### config.mk
export PLATFORM = sky130hd
export DESIGN_NAME = bf16_sum_acc
export DESIGN_NICKNAME = d
export VERILOG_FILES = /design/src/rtl/bf16_sum_acc.sv
export SDC_FILE = /design/constraint.sdc
export NUM_CORES = 1
export LEC_CHECK = 0
export BUFFER_PORTS_ARGS = -buffer_cell sky130_fd_sc_hd__buf_2
export CAP_MARGIN = 25
export CORE_UTILIZATION = 60
export DETAILED_ROUTE_END_ITERATION = 10
export GPL_TIMING_DRIVEN = 0
export PLACE_DENSITY = 0.88
export SETUP_SLACK_MARGIN = 0.3
export SLEW_MARGIN = 20
export SYNTH_ARGS = -nofsm -noshare
export SYNTH_HDL_FRONTEND = slang
export SYNTH_HIERARCHICAL = 1
export SYNTH_SLANG_ARGS = --single-unit
### constraint.sdc
create_clock -name clk -period 41.5 [get_ports clk]
set_input_delay 10.375 -clock clk [delete_from_list [all_inputs] [get_ports clk]]
set_output_delay 10.375 -clock clk [all_outputs]
set_load 0.02 [all_outputs]
### src/rtl/bf16_sum_acc.sv
// Streaming BF16 vector accumulator with a registered single-cycle adder.
// Optional macro ACC_ZERO_SKIP_EN: zero/denormal elements skip the adder (1 cycle each).
module fp_add_single_cycle #(
  parameter int EXP_WIDTH      = 8,
  parameter int MANTISSA_WIDTH = 7,
  parameter int SIGN_WIDTH     = 1,
  parameter int FP_WIDTH       = 16
) (
  input  logic                clk,
  input  logic                rstn,
  input  logic [FP_WIDTH-1:0] a_i,
  input  logic [FP_WIDTH-1:0] b_i,
  output logic [FP_WIDTH-1:0] sum_o
);
  localparam int E  = EXP_WIDTH;
  localparam int M  = MANTISSA_WIDTH;
  localparam int W  = M + 4;
  localparam int SW = $clog2(W + 1);
  localparam int XT = FP_WIDTH - SIGN_WIDTH - 1;

  logic [FP_WIDTH-1:0] big, sml, res_d, sum_q;
  logic [E-1:0]        el, es, d;
  logic [M:0]          ml, ms;
  logic [W-1:0]        ms_ext, al, mask, n;
  logic [W:0]          sum;
  logic [SW-1:0]       p, sh;
  logic [E+1:0]        ex;
  logic [M+1:0]        mr;
  logic                sgn, up;

  always_comb begin
    big = (a_i[XT:0] >= b_i[XT:0]) ? a_i : b_i;
    sml = (a_i[XT:0] >= b_i[XT:0]) ? b_i : a_i;
    sgn = big[FP_WIDTH-1];
    el  = big[XT -: E];
    es  = sml[XT -: E];
    ml  = (el != '0) ? {1'b1, big[M-1:0]} : '0;
    ms  = (es != '0) ? {1'b1, sml[M-1:0]} : '0;
    d   = el - es;
    ms_ext = {ms, 3'b000};
    mask   = ~({W{1'b1}} << d);
    // Alignment keeps guard/round bits plus a sticky OR of everything shifted out.
    if (d >= E'(W)) begin
      al = {{(W-1){1'b0}}, |ms};
    end else begin
      al    = ms_ext >> d;
      al[0] = al[0] | (|(ms_ext & mask));
    end
    if (sgn ^ sml[FP_WIDTH-1]) sum = {1'b0, ml, 3'b000} - {1'b0, al};
    else                       sum = {1'b0, ml, 3'b000} + {1'b0, al};
    ex = {2'b00, el};
    p  = '0;
    for (int unsigned i = 0; i < W; i++) if (sum[i]) p = SW'(i);
    sh = SW'(W - 1) - p;
    if (sum[W]) begin
      n    = sum[W:1];
      n[0] = n[0] | sum[0];
      ex   = ex + 1'b1;
    end else begin
      n  = sum[W-1:0] << sh;
      ex = ex - {{(E+2-SW){1'b0}}, sh};
    end
    up = n[2] & (n[1] | n[0] | n[3]);
    mr = {1'b0, n[W-1:3]} + {{(M+1){1'b0}}, up};
    ex = ex + {{(E+1){1'b0}}, mr[M+1]};
    if (el == '1) begin
      res_d = big;
    end else if (sum == '0) begin
      res_d = '0;
    end else if (ex[E+1] || ex == '0) begin
      res_d = {sgn, {(FP_WIDTH-1){1'b0}}};
    end else if (ex[E:0] >= {1'b0, {E{1'b1}}}) begin
      res_d = {sgn, {E{1'b1}}, {M{1'b0}}};
    end else begin
      res_d = {sgn, ex[E-1:0], (mr[M+1] ? mr[M:1] : mr[M-1:0])};
    end
  end

  always_ff @(posedge clk) begin
    if (!rstn) sum_q <= '0;
    else       sum_q <= res_d;
  end

  assign sum_o = sum_q;
endmodule

module bf16_sum_acc #(
  parameter int EXP_WIDTH      = 8,
  parameter int MANTISSA_WIDTH = 7,
  parameter int SIGN_WIDTH     = 1,
  parameter int FP_WIDTH       = 16,
  parameter int MAX_LEN        = 1024,
  localparam int CNT_W         = $clog2(MAX_LEN + 1)
) (
  input  logic                clk,
  input  logic                rst,
  input  logic [FP_WIDTH-1:0] input_data,
  input  logic                input_data_valid,
  input  logic                input_data_last,
  output logic                input_data_ready,
  output logic [FP_WIDTH-1:0] output_data,
  output logic                output_data_valid,
  input  logic                output_data_ready,
  output logic [CNT_W-1:0]    output_count
);
  localparam logic [1:0] ST_ACC  = 2'd0;
  localparam logic [1:0] ST_WAIT = 2'd1;
  localparam logic [1:0] ST_DONE = 2'd2;

  logic [1:0]          state_q, state_d;
  logic [FP_WIDTH-1:0] acc_q, acc_d, out_q, out_d, add_out;
  logic [CNT_W-1:0]    cnt_q, cnt_d, ocnt_q, ocnt_d, cnt_inc;
  logic                last_q, last_d, ovalid_q, ovalid_d;

  fp_add_single_cycle #(
    .EXP_WIDTH      (EXP_WIDTH),
    .MANTISSA_WIDTH (MANTISSA_WIDTH),
    .SIGN_WIDTH     (SIGN_WIDTH),
    .FP_WIDTH       (FP_WIDTH)
  ) u_add (
    .clk   (clk),
    .rstn  (~rst),
    .a_i   (acc_q),
    .b_i   (input_data),
    .sum_o (add_out)
  );

  always_comb begin
    state_d  = state_q;
    acc_d    = acc_q;
    cnt_d    = cnt_q;
    last_d   = last_q;
    out_d    = out_q;
    ocnt_d   = ocnt_q;
    ovalid_d = ovalid_q;
    cnt_inc  = cnt_q + CNT_W'(1);
    case (state_q)
      ST_ACC: begin
        if (input_data_valid) begin
          cnt_d  = cnt_inc;
          last_d = input_data_last | (cnt_inc == CNT_W'(MAX_LEN));
`ifdef ACC_ZERO_SKIP_EN
          // Zero/denormal adds nothing: finish straight from the current accumulator.
          if (input_data[FP_WIDTH-SIGN_WIDTH-1 -: EXP_WIDTH] == '0) begin
            if (last_d) begin
              out_d    = acc_q;
              ocnt_d   = cnt_inc;
              ovalid_d = 1'b1;
              state_d  = ST_DONE;
            end
          end else
`endif
          state_d = ST_WAIT;
        end
      end
      ST_WAIT: begin
        acc_d = add_out;
        if (last_q) begin
          out_d    = add_out;
          ocnt_d   = cnt_q;
          ovalid_d = 1'b1;
          state_d  = ST_DONE;
        end else begin
          state_d = ST_ACC;
        end
      end
      ST_DONE: begin
        if (output_data_ready) begin
          ovalid_d = 1'b0;
          acc_d    = '0;
          cnt_d    = '0;
          state_d  = ST_ACC;
        end
      end
      default: state_d = ST_ACC;
    endcase
  end

  always_ff @(posedge clk) begin
    if (rst) begin
      state_q  <= ST_ACC;
      acc_q    <= '0;
      cnt_q    <= '0;
      last_q   <= 1'b0;
      out_q    <= '0;
      ocnt_q   <= '0;
      ovalid_q <= 1'b0;
    end else begin
      state_q  <= state_d;
      acc_q    <= acc_d;
      cnt_q    <= cnt_d;
      last_q   <= last_d;
      out_q    <= out_d;
      ocnt_q   <= ocnt_d;
      ovalid_q <= ovalid_d;
    end
  end

  assign input_data_ready  = (state_q == ST_ACC);
  assign output_data       = out_q;
  assign output_count      = ocnt_q;
  assign output_data_valid = ovalid_q;
endmodule

# Yosys cells after proc, flatten, opt, wreduce, memory -nomap -nowiden
# Cells that the tools add are included.
word_totals:
  input_bits: 21
  out_inout_bits: 29
  register_bits: 74
op_classes:
  n_reduce_logical: 16
  shift: 3
  n_addsub: 9
  n_lt_le_gt_ge: 3
  n_eq_ne: 7
  bitwise: 9
  mux: 35
op_table:
  columns: ["cell", "count"]
  rows:
  - ["16-bit two-way mux", 5]
  - ["11-bit two-way mux", 4]
  - ["16-bit case mux with 2 select lines", 1]
  - ["15-bit two-way mux", 2]
  - ["11-bit case mux with 2 select lines", 1]
  - ["8-bit two-way mux", 2]
  - ["8-bit nonzero test", 2]
  - ["15-bit >= comparator", 1]
  - ["11-bit by 11-bit adder with 12-bit output", 1]
  - ["12-bit logical NOT", 1]
  - ["12-bit two-way mux", 1]
  - ["3-bit two-way mux", 4]
  - ["4-bit two-way mux", 3]
  - ["11-bit by 11-bit subtractor with 12-bit output", 1]
  - ["11-bit by 1-bit adder with 11-bit output, second input constant", 1]
  - ["11-bit bitwise AND", 1]
  - ["11-bit == test, second input constant", 1]
  - ["11-bit NOT", 1]
  - ["11-bit OR reduction", 1]
  - ["11-bit by 4-bit left shift with 11-bit output", 1]
  - ["11-bit by 8-bit left shift with 11-bit output, first input constant", 1]
  - ["11-bit by 8-bit right shift with 11-bit output", 1]
  - ["10-bit by 1-bit adder with 10-bit output", 1]
  - ["10-bit logical NOT", 1]
  - ["26 further kinds", 43]

# Longest topological paths before layout
# Gate-level depths: netlist of the first run.
depth:
  ltp_word: 34
  mapped_depth: 53

# Modules after synthesis
# The synthesis of the first run kept the hierarchy.
modules_own_cells:
  columns: ["mod", "area_per_inst_um2", "seq_area_each_um2", "cells_each", "instances"]
  rows:
  - ["fp_add_single_cycle", 5287.6, 320.3, 747, 1]
  - ["bf16_sum_acc", 2297.2, 1161.1, 279, 1]

# Worst setup path after synthesis of the first run
# Ideal clock, no wire load.
synth_path:
  path_type: "input -> register"
  start: "input input_data[7]"
  end: "register u_add.sum_q[5], in the netlist u_add/sum_o[5]"
  t_required_ns: 41.421
  path_stages: 52
  n_path_buf: 4
  path_slack_ns: 20.222
  arrival_ns: 21.199
  cell_sequence: "inv_1 ha_1 buf_2 nand4_1 or4_1 clkbuf_1 a311oi_1 a21oi_1 ha_1 o311a_1 or4b_1 nand4_1 nand2_1 nor4_1 nand2_1 ha_1 inv_1 a21o_1 [16 not listed] inv_1 nand3_1 a211oi_1 nor2_1 o32ai_1 ha_1 o31ai_2 or4b_4 nor2_1 ha_1 ha_1 o21ai_0 or3_1 nor3_1 o32ai_1 nor4b_2 o21ai_2 a22oi_1"
synth_between:
  elab_chain_len: 34
  elab_cells_between_ends: 53
  cone_classes: "8 x add/sub; 3 x order compare; 1 x eq/ne; 3 x shift; 23 x mux; 8 x bitwise; 7 x reduce/logical"
synth_lines:
  columns: ["element", "line", "rtl"]
  rows:
  - ["start, declared", "97", "input logic [FP_WIDTH-1:0] input_data,"]
  - ["15-bit >= comparator", "32, 33", null]
  - ["16-bit two-way mux (on tied branches)", "32, 33", null]
  - ["8-bit subtractor", "39", "d = el - es;"]
  - ["11-bit by 8-bit left shift with 11-bit output", "41", "mask = ~({W{1'b1}} << d);"]
  - ["11-bit NOT", "41", null]
  - ["11-bit bitwise AND", "47", "al[0] = al[0] | (|(ms_ext & mask));"]
  - ["11-bit OR reduction", "47", null]
  - ["1-bit OR", "47", null]
  - ["[18 not listed]", null, null]
  - ["1-bit bitwise AND", "63", "up = n[2] & (n[1] | n[0] | n[3]);"]
  - ["8-bit by 1-bit adder with 9-bit output", "64", "mr = {1'b0, n[W-1:3]} + {{(M+1){1'b0}}, up};"]
  - ["10-bit by 1-bit adder with 10-bit output", "65", "ex = ex + {{(E+1){1'b0}}, mr[M+1]};"]
  - ["9-bit by 8-bit >= comparator with 1-bit output / 10-bit logical NOT (equally long branches)", "72, 70", null]
  - ["15-bit two-way mux / 1-bit logical OR (equally long branches)", "72, 70", null]
  - ["15-bit two-way mux", "70", "end else if (ex[E+1] || ex == '0) begin"]
  - ["16-bit two-way mux", "68", "end else if (sum == '0) begin"]
  - ["16-bit two-way mux (*)", "66", "if (el == '1) begin"]
  - ["end signal, assigned", "81", "else sum_q <= res_d;"]
  - ["end, declared", "21", "logic [FP_WIDTH-1:0] big, sml, res_d, sum_q;"]
# Every way passes the cells marked *; elsewhere a longest branch is shown, timed or not.
# A chain may end at the register's enable or synchronous reset.

# Worst setup path after layout of the first run
layout_path:
  start: "input input_data[11]"
  end: "register u_add.sum_q[5], in the netlist u_add/sum_o[5]"
# The elaborated chain is that of the path after synthesis.

==> results, run 1 <==
- The clock tree synthesis step divided the H-tree into 3 levels.
- The final setup violation count is 0.
- The clock tree from TritonCTS is built.
- The first global-routing pass estimated 37.5 mm of wire.
- The die height is approximately 110 um.
- The cell count after synthesis came out at approximately 1.0k.
- The total overflow reported by the global router is 0.
- The worst path setup slack after routing is 17.67 ns.
- After detailed routing, the number of remaining DRC violations is 0.
- Subtracting the final worst setup slack from the clock period gives between 20 and 25 ns.
- For this run, the post-layout net count is about 1.2k.
- The critical path arrival is 24.06 ns.
- The flow ran to the end, and the final reports show no timing, DRC or antenna violations.
- The clock latency on the worst-skew pair is between 0.3 and 0.4 ns.
- The worst max-slew margin expressed relative to the limit is 0.394.
- The cell sitting at the root of the clock tree is a clkbuf_16.
- The repair_antennas step left the layout with diodes totalling 0.
- The largest individual stage delay along the critical path comes from the cell mux2i_1.
- The biggest cell delay along the critical path is 0.63 ns.
- The top-area cell type share of the netlist area is 0.195.
- The share of the Yosys chip area taken by registers is 0.195.
- The post-CTS setup buffer count is 0.
- The port buffer count is 49.
- The mapped netlist covers approximately 7600 sq um.
- The type of the worst min-delay path is reg2reg.
- The worst supply voltage drop on vdd is about 0.020 mV.
- The initial core utilization is 0.624.
- The critical path in this run is classified as in2reg.
- The worst setup path is captured at a flip-flop.
- The number of pins exceeding their max-slew limit in the final report is 0.
- Setup repair after global routing left no endpoint under its margin.
- The first-pass iteration count of the detailed router is 9.
- Derived from the worst setup path, the maximum achievable clock frequency is 42.0 MHz.
- The most used flip-flop cell after synthesis is dfxtp_1.
- Among cell families on the critical path, the largest total delay comes from simple AND/OR/NAND/NOR gates.
- The cell row count is 40.
- With fillers left out, the area of the finished cells amounts to 8340 sq um.
- The die is 114 um wide.
- The count of warnings emitted by yosys is 6.
- The mean instance size in the synthesized netlist is 7.39 sq um.
- The max-capacitance violation count is 0.
- In the final routed layout, each cell accounts on average for roughly 18 um.
- The count of vias placed by the detailed router is 8551.
- STA puts the critical path data required time at 41.73 ns.
- The synthesized netlist net count is 1093.
- The hold-fix buffer count after cts is 0.
- Sorting the synthesized cells by area gives the leading types as dfxtp_1 (20%), ha_1 (7.3%), nand2_1 (6.1%), a21oi_1 (5.5%), nor2_1 (4.5%).
- The first routing iteration left 1348 violations.
- For the pin with the worst max-slew slack, the measured transition is 0.900 ns.
- The async set-reset flop share out of synthesis is 0.
- The floorplan step defined a core boundary enclosing 12200 sq um.
- The worst path buffer plus inverter count is 12.
- Post-CTS repair changed the size of 0 cells.
- The pin count of the biggest net entering global routing is 15.
- The total leakage power is 3.43 nW.
- Across the routed clock network, the largest skew measured is 0.00660 ns.
- The number of antenna violations at the first check in global routing was 0.
- The total half-perimeter wirelength after legalization and detailed placement is between 15 and 20 mm.
- The via count of the first global-routing pass was 7870.
- The clock-pin slew on the worst setup and hold paths is ~0.060 ns.
- The cell type with the largest total area after synthesis is dfxtp_1.
- In this run the remaining antenna-violating nets after routing total 0.
- The number of distinct library cells after synthesis is 99.
- In the final layout, the share of cells above drive strength 1 is 0.129.
- From synthesis to final layout, the design area changed by 10.0%.
- Of the available clock period, the critical path in the final layout requires 0.574.
- The top fanout value on the critical path is 10.
- Total power for the finished layout comes to about 280 uW.
- The most numerous cell on the critical path is ha_1.
- Counting the buffers created by CTS gives 9.
- The clock passes through at most 2 buffers.
- The floorplan step defined a die boundary enclosing ~13000 sq um.
- STA classifies the critical path startpoint as an input pin.
- The power per standard cell area is 33.2 nW/um^2.
- The total global routing track utilization is 0.352.
- Adding up every negative setup slack in the final design gives 0 ns.
- The placed instance area is 8040 sq um.
- The post-synthesis register bit count is 74.
- Fill cells in the final layout number between 1k and 1.5k.
- The overall routed net length is 23.3 mm.
- After detailed routing, the number of vias per cell comes to 6.79.
- The sink count of the clock tree is 74.
- In this run the count of I/O pins placed on the die edge is 50.
- The final weighted congestion of routability-driven global placement is 1.01.
- Counting flops with a built-in enable in the synthesized netlist gives 0.
- The post-place setup slack is 17.86 ns.
- The final hold violation count is 0.
sequential cells by signal (all words and copies together), names as in the netlist:
register and cells:
cnt_q 11, output_count 11, output_data 16, output_data_valid 1, acc_q 16, state_q 2
u_add/sum_o 16, last_q 1
layout by cell type (no fill, tap or decap), types with 7 or more instances in the layout:
master     instances
and3_1             8
nor2_1            90
o21a_1            17
a21o_1            20
nand3_1           30
o211ai_1           9
mux2_2             8
a22oi_1           21
buf_2             66
a21oi_1           84
inv_1             44
o22ai_1            8
o31ai_1           13
a31oi_1           14
and2_1            10
a21boi_0          10
buf_6              7
or3_1              9
a311oi_1           8
dfxtp_1           74
nand2_1          124
clkbuf_1          32
clkbuf_16          9
ha_1              44
a211oi_1          12
xor2_1            12
mux2i_1           28
nor2b_1           10
nor3_1            26
o21ai_0           52
nor4_1            16
nand4_1           16
xnor2_1           15
tightest hold or removal path, stage by stage, from the launching register on:
cell	delay (ns)
dfxtp_1	0.30
nand2_1	0.05
a21oi_1	0.05
path summary, 6_finish.rpt:
kind                                 startpoint         endpoint  slack [ns]  depth (start not counted)
worst min register to register  output_count[8]  output_count[8]        0.45                          2
worst min-delay path            output_count[8]  output_count[8]        0.45                          2
worst max-delay path             input_data[11]   u_add/sum_o[5]       17.67                         53
worst max register to register        acc_q[12]   u_add/sum_o[5]       27.34                         52
synthesized netlist by cell type, types with 4 or more instances:
master / instances
a211oi_1: 12
a21boi_0: 10
a21o_1: 20
a21oi_1: 84
a221oi_1: 4
a22oi_1: 21
a311oi_1: 8
a31o_2: 5
a31oi_1: 14
and2_1: 10
and3_1: 8
and4_1: 5
buf_2: 17
buf_6: 7
clkbuf_1: 32
dfxtp_1: 74
ha_1: 44
inv_1: 44
mux2_2: 8
mux2i_1: 28
nand2_1: 124
nand2b_1: 6
nand3_1: 30
nand4_1: 16
nor2_1: 90
nor2b_1: 10
nor3_1: 26
nor4_1: 16
o2111ai_1: 4
o211ai_1: 9
o21a_1: 17
o21ai_0: 52
o21ai_1: 5
o22ai_1: 8
o311a_1: 5
o31ai_1: 13
o32ai_1: 4
or2_2: 5
or3_1: 9
or4_1: 5
xnor2_1: 15
xor2_1: 12
per-layer routing:
metal  wire, um  part of all wire  GRT usage
met5          0                 0          0
met4        650             0.028      0.131
met1       9530              0.41      0.460
met3       2550              0.11     0.0630
met2      10600              0.45      0.580
through the flow:
stage,hold slack [ns],util,cells
CTS,0.452,0.686,1259
detailed placement,0.445,0.661,1243
global placement,0.440,0.661,1243
global route,0.474,0.686,1259
floorplan,0.432,-,1026
finish,0.447,0.686,1259
power breakdown:
| part | leakage (nW) | switching, mW | internal, mW |
|---|---|---|---|
| clock | 0.135 | 0.0309 | 0.0469 |
| sequential | 0.602 | 0.00527 | 0.0759 |
| combinational | 2.69 | 0.0743 | 0.0438 |
| total | 3.43 | 0.111 | 0.167 |
kinds of logic after synthesis:
| family | share of synthesized area |
|---|---|
| flip-flops | 0.195 |
| AO/OA/AOI/OAI | 0.307 |
| buffers and inverters | 0.0622 |
| XOR/XNOR | 0.0333 |
| multiplexers | 0.0597 |
| AND/OR/NAND/NOR | 0.265 |
| adder cells (fa/ha/maj) | 0.0779 |
cell type report:
cell class | count | area [sq um] | share of cell area
flip-flops and latches | 74 | 1480 | 0.178
repair buffers | 49 | 245 | 0.0294
well taps | 168 | 210 | 0.0252
inverters | 46 | 173 | 0.0207
clock inverters | 7 | 77.6 | 0.00930
multi-input cells | 847 | 5630 | 0.675
plain buffers | 59 | 299 | 0.0358
clock buffers | 9 | 225 | 0.0270
No activity file was read; power rests on OpenSTA's default activity.
==> inputs of run 2 (changes only) <==
--- a/config.mk
+++ b/config.mk
@@ -5,6 +5,7 @@
 export SDC_FILE = /design/constraint.sdc
 export NUM_CORES = 1
 export LEC_CHECK = 0
+export ABC_AREA = 1
 export BUFFER_PORTS_ARGS = -buffer_cell sky130_fd_sc_hd__buf_2
 export CAP_MARGIN = 25
 export CORE_UTILIZATION = 60
==> constraint.sdc (replaced) <==
create_clock -name clk -period 24.2 [get_ports clk]
set_input_delay 6.05 -clock clk [delete_from_list [all_inputs] [get_ports clk]]
set_output_delay 6.05 -clock clk [all_outputs]
set_load 0.02 [all_outputs]
==> run 2 against run 1 <==
- first-iteration DRC count is 34% lower
- non-clock buffer count is 16 lower
- critical path depth is 22 higher
- final cell count is 25% higher
- clock skew is 0.00074 ns lower
- critical endpoint is now u_add/sum_o[6]
- highest routed layer unchanged
==> results, run 2 <==
- The path depth of the worst reg2reg path is 73 (was 52).
- The top fanout value on the critical path was 11 (was 10).
- The initial core utilization was 0.621 (was 0.624).
- The I/O pin count is 50 (unchanged).
- The number of fill cells in the layout is 1149 (was 1028).
- The instance count of the mapped netlist was 1338 (was 1026).
- The cell with the largest stage delay on the worst path is ha_1 (was mux2i_1).
- The commonest non-fill, non-tap cell in the layout is nand2_1 (unchanged).
- The largest family of logic cells by synthesized area is simple AND/OR/NAND/NOR gates (was compound AO/OA/AOI/OAI gates).
- The number of distinct library cells after synthesis is 53 (was 99).
- The count of vias placed by the detailed router is 8818 (was 8551).
- The end of the critical path is u_add/sum_o[6] (was u_add/sum_o[5]).
- The final setup violation count is 0 (unchanged).
- The final cycle utilization of the critical path is 0.628.
- The clock-pin slew on the worst setup and hold paths is 0.05 ns (was 0.06 ns).
- The capturing point of the worst reg2reg path is u_add/sum_o[6] (was u_add/sum_o[5]).
- The type of the worst setup path is in2reg (unchanged).
- The hold-fix buffer count after cts came to 0 (unchanged).
- The routed length per instance is 14.3 um (was 18.5 um).
- The remaining number of nets flagged by the antenna check after routing is 0 (unchanged).
- The via count of the first global-routing pass is 7652 (was 7870).
- The number of nets at the end of the flow is 1464 (was 1153).
- The area growth from synthesis to final layout is 9.39% (was 10.0%).
- The total overflow reported by the global router came to 0 (unchanged).
- The DRC violation count after routing is 0 (unchanged).
- The biggest cell delay along the critical path is 0.44 ns (was 0.63 ns).
- The first-pass iteration count of the detailed router is 6 (was 9).
- The clock tree from TritonCTS is built (unchanged).
- The max-capacitance violation count was 0 (unchanged).
- The required time at the worst-slack endpoint is 24.44 ns (was 41.73 ns).
- The number of buffers between clock root and the deepest sink is 2 (unchanged).
- The number of flops mapped to enable cells by yosys is 0 (unchanged).
- The most numerous cell on the critical path was nand2_1 (was ha_1).
- The critical path arrival is 15.43 ns (was 24.06 ns).
- The top-area cell type share of the netlist area was 0.187 (was 0.195).
- The pin count of the biggest net entering global routing is 12 (was 15).
- The mean instance size in the synthesized netlist is 5.93 sq um (was 7.39 sq um).
- The startpoint of the worst setup timing path is input_data[12] (was input_data[11]).
- The type of the worst min-delay path was reg2reg (unchanged).
- The die area is 13700 sq um (was 13100 sq um).
- The total global routing track utilization is 0.331 (was 0.352).
- The minimum period implied by the final worst setup slack is 15.19 ns.
- The sink count of the clock tree is 74 (unchanged).
- The placeable core region was 12800 sq um (was 12200 sq um).
- The ratio of cells with drive above 1 in the final layout is 0.163 (was 0.129).
- The final hold violation count is 0 (unchanged).
- Timing would allow up to between 60 and 70 MHz.
- The synthesized netlist net count is 1405 (was 1093).
- The H-tree depth is 3 (unchanged).
- The async set-reset flop share out of synthesis is 0 (unchanged).
- The worst max-slew margin expressed relative to the limit was 0.511 (was 0.394).
- The endpoint type of the worst setup path was a flip-flop (unchanged).
- Run status: finished, final reports clean (unchanged).
- The netlist area before placement came to 7930 sq um (was 7580 sq um).
- Largest cells by area after synthesis: dfxtp_1 (19%), nand2_1 (18%), nand3_1 (11%), ha_1 (6.9%), inv_1 (6.9%) (was dfxtp_1 (20%), ha_1 (7.3%), nand2_1 (6.1%), a21oi_1 (5.5%), nor2_1 (4.5%)).
- The global-route wire length before repair is 36.0 mm (was 37.5 mm).
- The number of antenna violations at the first check in global routing is 1 (was 0).
- The maximum clock skew at final layout is 0.00585 ns (was 0.00660 ns).
- Setup repair after global routing missed its margin: false (unchanged).
- The post-synthesis mux area share is 0 (was 0.0597).
- The xor/xnor cell area share of the yosys netlist is 0.0243 (was 0.0333).
- The vias per cell is 5.60 (was 6.79).
- The final sum of negative setup slack was 0 ns (unchanged).
- The clock root buffer is clkbuf_16 (unchanged).
- The library cell with the highest instance count after synthesis is nand2_1 (unchanged).
- Highest-count cells in the layout ignoring fill and taps: nand2_1 (383), nand3_1 (180), inv_1 (145) (was nand2_1 (124), nor2_1 (90), a21oi_1 (84)).
- The port buffer count is 48 (was 49).
- The clock latency on the worst-skew pair is 0.33 ns (was 0.34 ns).
- The final weighted congestion of routability-driven global placement came to 0.970 (was 1.01).
- The post-CTS setup buffer count was 0 (unchanged).
- The overall routed net length is 22.4 mm (was 23.3 mm).
- The register-to-register setup slack is 14.57 ns (was 27.34 ns).
- The total half-perimeter wirelength after legalization and detailed placement was 17.5 mm (was 17.3 mm).
- The starting DRC count in detailed routing is 884 (was 1348).
- The proportion of synthesized chip area in sequential cells came to 0.187 (was 0.195).
- The cell type with the largest total area after synthesis is dfxtp_1 (unchanged).
- The tightest hold margin is 0.459 ns (was 0.447 ns).
- Commonest cells post-synth: nand2_1 (383), nand3_1 (180), inv_1 (145) (was nand2_1 (124), nor2_1 (90), a21oi_1 (84)).
- The number of pins exceeding their max-slew limit in the final report was 0 (unchanged).
- The number of instances resized during post-cts repair is 0 (unchanged).
- The slew at the pin with the worst max-slew slack is 0.728 ns (was 0.900 ns).
- The cell row count is 41 (was 40).
- The power per standard cell area was 59.7 nW/um^2 (was 33.2 nW/um^2).
- The worst supply voltage drop on vdd is 0.0559 mV (was 0.0199 mV).
- The primary flip-flop cell chosen by synthesis mapping is dfxtp_1 (unchanged).
- The kind of launch point of the worst setup path is an input pin (unchanged).
- The count of warnings emitted by yosys was 6 (unchanged).
- The synthesized-area fraction occupied by ao, oa, aoi and oai cells is 0.118 (was 0.307).
- The arithmetic-cell share of the synthesized area counting full adders, half adders and majority gates was 0.0745 (was 0.0779).
- The width of the die came to 117 um (was 114 um).
- The total leakage power came to 4.32 nW (was 3.43 nW).
- The end-of-flow core utilization is 0.679 (was 0.686).
- The die height is 117 um (was 114 um).
- The post-synthesis register bit count came to 74 (unchanged).
- The total clock buffers created by CTS is 9 (unchanged).
- The simple logic cell fraction of the synthesized area was 0.482 (was 0.265).
- The startpoint of the worst register-to-register path was acc_q[12] (unchanged).
==> run 2: final cells by class <==
type                            instances  area, sq um  area share
Buffer                                 44          251      0.0290
Tap cell                              172          215      0.0248
Clock buffer                           12          246      0.0284
Timing Repair Buffer                   48          240      0.0277
Clock inverter                          3         40.0     0.00462
Antenna cell                            1         2.50    0.000288
Multi-Input combinational cell       1046         5540       0.639
Sequential cell                        74         1480       0.171
Inverter                              174          653      0.0753
==> run 2: routing by layer <==
metal,global-route usage,vias up,share of wire
li1,-,4422,-
met3,0.0499,67,0.068
met2,0.551,347,0.46
met1,0.439,3982,0.45
met4,0.111,0,0.031
met5,0,-,0
==> run 2: worst min-delay path by stage <==
| stage | cells past startpoint | slack (ns) | endpoint | startpoint |
|---|---|---|---|---|
| global route | 2 | 0.48 | output_data[1] | output_data[1] |
| global placement | 2 | 0.45 | output_count[7] | output_count[7] |
| detailed placement | 2 | 0.45 | output_count[7] | output_count[7] |
| finish | 2 | 0.46 | output_count[7] | output_count[7] |
| CTS | 2 | 0.46 | output_count[7] | output_count[7] |
| floorplan | 2 | 0.45 | acc_q[0] | u_add/sum_o[0] |
==> run 2: worst max-delay path, delay by kind of cell <==
| kind | cells | cell delay [ns] |
|---|---|---|
| AND/OR/NAND/NOR | 45 | 4.64 |
| XOR/XNOR | 1 | 0.14 |
| adder cells (fa/ha/maj) | 7 | 1.96 |
| buffers and inverters | 14 | 1.57 |
| AO/OA/AOI/OAI | 8 | 1.03 |
==> run 2: power breakdown <==
| part | switching, mW | internal (mW) |
|---|---|---|
| clock | 0.0474 | 0.0817 |
| sequential | 0.00833 | 0.132 |
| combinational | 0.168 | 0.0804 |
==> run 2: per-stage QoR <==
stage	power, mW	instance area [sq um]	setup slack (ns)	cells
3_5_place_dp	0.384	8390	8.81	1558
2_1_floorplan	0.330	7930	10.30	1338
3_3_place_gp	0.380	8390	8.96	1558
5_1_grt	0.552	8670	8.00	1574
6_report	0.518	8670	9.01	1574
4_1_cts	0.512	8670	9.13	1573
==> run 2: kinds of logic (layout without fill, tap and decap cells) <==
| family | count (synthesis) | after routing |
|---|---|---|
| other | 0 | 1 |
| buffers and inverters | 218 | 281 |
| flip-flops | 74 | 74 |
| adder cells (fa/ha/maj) | 46 | 46 |
| XOR/XNOR | 19 | 19 |
| AND/OR/NAND/NOR | 813 | 813 |
| AO/OA/AOI/OAI | 168 | 168 |
